[config.mk]
export PLATFORM = sky130hd
export DESIGN_NAME = layer_compositor
export DESIGN_NICKNAME = d
export VERILOG_FILES = /design/src/rtl/vga_pkg.sv /design/src/rtl/layer_compositor_priority_select.sv /design/src/rtl/layer_compositor.sv
export SDC_FILE = /design/constraint.sdc
export NUM_CORES = 1
export LEC_CHECK = 0
export CAP_MARGIN = 0
export CORE_AREA = 3 3 65 67
export CTS_CLUSTER_DIAMETER = 100
export DETAILED_ROUTE_END_ITERATION = 8
export DIE_AREA = 0 0 68 70
export GPL_TIMING_DRIVEN = 1
export SYNTH_ARGS = -nofsm -noshare
export SYNTH_HDL_FRONTEND = slang
export SYNTH_SLANG_ARGS = --single-unit
export TNS_END_PERCENT = 100
[constraint.sdc]
create_clock -name clk -period 1.5 [get_ports clk]
set_clock_uncertainty 0.2 [all_clocks]
set_input_delay 0.375 -clock clk [delete_from_list [all_inputs] [get_ports clk]]
set_output_delay 0.375 -clock clk [all_outputs]
set_load 0.03 [all_outputs]
[src/rtl/vga_pkg.sv]
// Shared VGA drawing definitions: colour width, transparency code and the
// compositor's collision-tracking state encoding.
package vga_pkg;

    localparam int RGB_W = 8;
    localparam logic [RGB_W-1:0] TRANSPARENT_ENCODING = 8'hFF;

    typedef logic [RGB_W-1:0] rgb_t;

    typedef enum logic [1:0] {
        WAIT_FRAME,
        ARMED,
        HIT
    } comp_state_t;

endpackage

[src/rtl/layer_compositor_priority_select.sv]
// Combinational fixed-priority colour mux: the lowest-index requesting layer
// wins; valid reports whether any layer requested.
module priority_select
    import vga_pkg::*;
#(
    parameter int NUM_LAYERS = 4
) (
    input  logic [NUM_LAYERS-1:0]       req,
    input  logic [RGB_W*NUM_LAYERS-1:0] layer_rgb,
    output rgb_t                        color,
    output logic                        valid
);

    // Scan from lowest priority upward so the last assignment is the winner.
    always_comb begin
        color = '0;
        valid = 1'b0;
        for (int i = NUM_LAYERS - 1; i >= 0; i--) begin
            if (req[i]) begin
                color = layer_rgb[RGB_W*i +: RGB_W];
                valid = 1'b1;
            end
        end
    end

endmodule

[src/rtl/layer_compositor.sv]
// Pixel compositor and per-frame player-collision reporter.
// Optional build macro COMPOSITOR_HIT_COUNT_EN adds a saturating hitFrameCount.
module layer_compositor
    import vga_pkg::*;
#(
    parameter int   NUM_LAYERS     = 4,
    parameter rgb_t BACKGROUND_RGB = 8'h00
) (
    input  logic                        clk,
    input  logic                        reset,
    input  logic                        startOfFrame,
    input  logic [NUM_LAYERS-1:0]       drawingRequest,
    input  logic [RGB_W*NUM_LAYERS-1:0] layerRGB,
    output rgb_t                        RGBout,
    output logic                        collision,
    output logic [NUM_LAYERS-1:0]       collisionMask
`ifdef COMPOSITOR_HIT_COUNT_EN
    ,
    output logic [7:0]                  hitFrameCount
`endif
);

    rgb_t                  win_rgb;
    logic                  win_valid;
    logic [NUM_LAYERS-1:0] hit_vec;
    logic [NUM_LAYERS-1:0] acc_mask, acc_mask_next;
    logic [NUM_LAYERS-1:0] collision_mask_next;
    logic                  collision_next;
    comp_state_t           state, state_next;

    priority_select #(.NUM_LAYERS(NUM_LAYERS)) u_select (
        .req       (drawingRequest),
        .layer_rgb (layerRGB),
        .color     (win_rgb),
        .valid     (win_valid)
    );

    always_comb begin
        hit_vec    = drawingRequest & {NUM_LAYERS{drawingRequest[0]}};
        hit_vec[0] = 1'b0;
    end

    // A pixel sampled with startOfFrame opens the new frame, so its hits seed
    // the fresh mask while the old frame's mask is reported.
    always_comb begin
        state_next          = state;
        acc_mask_next       = acc_mask;
        collision_next      = 1'b0;
        collision_mask_next = collisionMask;
        case (state)
            WAIT_FRAME: begin
                if (startOfFrame) begin
                    acc_mask_next = hit_vec;
                    state_next    = (|hit_vec) ? HIT : ARMED;
                end
            end
            ARMED, HIT: begin
                if (startOfFrame) begin
                    collision_next      = (state == HIT);
                    collision_mask_next = (state == HIT) ? acc_mask : '0;
                    acc_mask_next       = hit_vec;
                    state_next          = (|hit_vec) ? HIT : ARMED;
                end else begin
                    acc_mask_next = acc_mask | hit_vec;
                    if (|hit_vec) state_next = HIT;
                end
            end
            default: state_next = WAIT_FRAME;
        endcase
    end

    always_ff @(posedge clk) begin
        if (reset) begin
            state         <= WAIT_FRAME;
            acc_mask      <= '0;
            collision     <= 1'b0;
            collisionMask <= '0;
            RGBout        <= BACKGROUND_RGB;
        end else begin
            state         <= state_next;
            acc_mask      <= acc_mask_next;
            collision     <= collision_next;
            collisionMask <= collision_mask_next;
            RGBout        <= win_valid ? win_rgb : BACKGROUND_RGB;
        end
    end

`ifdef COMPOSITOR_HIT_COUNT_EN
    always_ff @(posedge clk) begin
        if (reset) begin
            hitFrameCount <= '0;
        end else if (collision && (hitFrameCount != 8'hFF)) begin
            hitFrameCount <= hitFrameCount + 8'd1;
        end
    end
`endif

endmodule
==> metrics.csv <==
metric,value,unit
drive_above_1_share,0.308,
ys_types,34,
grt_pass1_wl,4510,um
drc,0,
fin_crit,1.44,ns
switchingPower,0.000343,W
path_clk_slew,0.07,ns
cts_tree,yes,
dp_hpwl,2230,um
io_buffers,50,
required,1.43,ns
synth_top_area_cell,dfxtp_1,
cp_max_fo,8,
status,finished clean,
drtPass1Iterations,4,
power,0.00122,W
power_frac_comb,0.316,
rsz0062_at_grt,yes,
die_h,70,um
die_w,68,um
hold_class,register to register,
antenna_found_initial,0,
initial_utilization,0.231,
cts_setup_buffers,0,
clkPwrFrac,0.282,
critical_path_cell_count,5,
crit_family,simple AND/OR/NAND/NOR gates,
seqCellArea,342,um^2
r2r_cells,5,
drtAntennaViolNets,0,
wire_per_inst,14.1,um
cp-end-kind,register,
place_congestion,0.681,
n_fill_cell,363,
cts_sinks,17,
timing_hold_violations_final,0,
p_per_area,767,mW/mm^2
hold_buffers,0,
final_nets,199,
area_growth_syn_to_layout,86.5,%
irDropWorstVdd,294,uV
critical_path_class,primary input to register,
synthCells,95,
syn_nets,137,
p_sw_frac,0.282,
grt_usage,0.122,
synthTopCellsByCount,"dfxtp_1, a21oi_1, a221oi_1, nor3_1, o22ai_1",
grt_overflow,0,
fmax,694,MHz
holdPathStages,2,
arrival,1.37,ns
max-cap-violations,0,
root_buffer,clkbuf_8,
vias,958,
yosys_warnings,0,
finalSetupViolations,0,
wl,2880,um
intPower,0.000874,W
grt_pass1_vias,1004,
seqPwrFrac,0.402,
diodes,0,
synthFlopType,dfxtp_1,
power.static_leakage,0.618,nW
path_cells,"clkdlybuf4s15_1, or3_4, o21bai_4, buf_6, nor3_1",
cts_buffers,3,
slowest_stage,or3_4,
drt_iter0_drc,56,
synth_area_leaders,"dfxtp_1, a221oi_1, o22ai_1",
avgSynthCellArea,8.96,um^2
multiInputGateArea,542,um^2
grt_max_degree,10,
critPathMaxStageDelay,0.43,ns
async_flop_share,0,
syn-cell-area,851,um^2
clkLatencyLatePin,0.25,ns
fin_crit_sh,0.960,
clockBufferDepth,2,
synth_top_area_share,0.400,
dieArea,0.00476,mm^2
vias_per_cell,4.70,
yosysMostFrequentCell,dfxtp_1,
synth-seq-cells,17,
path_buf_inv,2,
maxSlewViolCount,0,
start_kind,primary input,
coreArea,0.00369,mm^2
hold_ws,0.251,ns
synth_seq_area_share,0.400,
ioPinCount,52,
synth_edf_count,0,
rows,22,
htreeDepth,1,
-- layout by cell type (no fill, tap or decap), drive strengths merged, types with 4 or more instances in the layout --
| cell type | Yosys | layout |
|---|---|---|
| a21oi | 7 | 7 |
| a221oi | 7 | 7 |
| buf | 3 | 26 |
| clkbuf | 4 | 4 |
| clkdlybuf4s50 | 0 | 33 |
| dfxtp | 17 | 17 |
| inv | 4 | 4 |
| nand2 | 4 | 4 |
| nor3 | 7 | 7 |
| o22ai | 7 | 7 |
-- final timing paths --
path,startpoint,slack [ns],end
setup reg to reg,state[0],0.07,state[1]
hold reg to reg,collisionMask[1],0.25,collisionMask[1]
hold / removal,collisionMask[1],0.25,collisionMask[1]
setup / recovery,drawingRequest[2],0.06,RGBout[7]
-- logic make-up (layout without fill, tap and decap cells) --
| kind of cell | after synthesis | count (layout) | share of synthesized area |
|---|---|---|---|
| compound gates | 32 | 32 | 0.282 |
| fa+ha+maj | 3 | 3 | 0.0441 |
| buf+inv | 11 | 72 | 0.0603 |
| flops | 17 | 17 | 0.400 |
| mux | 1 | 1 | 0.0118 |
| other cells | 1 | 1 | 0.00441 |
| simple gates | 30 | 30 | 0.197 |
-- worst min-delay path: stages (launching register included) --
cell and delay, ns:
dfxtp_1 0.31, nand2_1 0.05, a21oi_1 0.05
-- registers in the layout, indices dropped and copies added (netlist names) --
name / count
RGBout: 8
acc_mask: 3
collisionMask: 3
state: 2
collision: 1
-- repair_timing --
item,in CTS,in global routing
endpoints found under the setup margin,12,11
pin swaps,1,1
resized for setup,12,16
hold endpoints to repair,0,0
-- layout make-up --
cell class                      instances  area share
Clock buffer                            4      0.0284
Inverter                                4     0.00946
Multi-Input combinational cell         67       0.341
Sequential cell                        17       0.215
Tap cell                               48      0.0379
Timing Repair Buffer                   64       0.368
-- power groups by stage --
| stage | registers [W] | logic (W) | clock network (W) |
|---|---|---|---|
| floorplan | 0.000534 | 0.000136 | 0 |
| global placement | 0.000499 | 0.000351 | 0 |
| detailed placement | 0.000499 | 0.000355 | 0 |
| CTS | 0.000489 | 0.000364 | 0.000349 |
| global route | 0.000493 | 0.000411 | 0.000373 |
| finish | 0.000490 | 0.000384 | 0.000343 |
-- stage by stage --
step,worst slack [ns],cell area (um^2),util,setup TNS (ns),cells
final,0.0598,1590,0.430,0,204
after global placement,-0.474,1460,0.397,-5.61,200
after CTS,0.00717,1540,0.416,0,204
after floorplan,0.0373,863,-,0,95
after detailed placement,-0.502,1460,0.397,-5.89,200
after global routing,-0.0295,1590,0.430,-0.0444,204
-- routing by layer --
metal	GRT usage	wire [um]	vias to the layer above
li1	-	-	483
met1	0.150	1220	446
met2	0.201	1480	27
met3	0.0209	136	2
met4	0.0574	34	0
met5	0	0	-
Power figures use the tool's default switching activity.
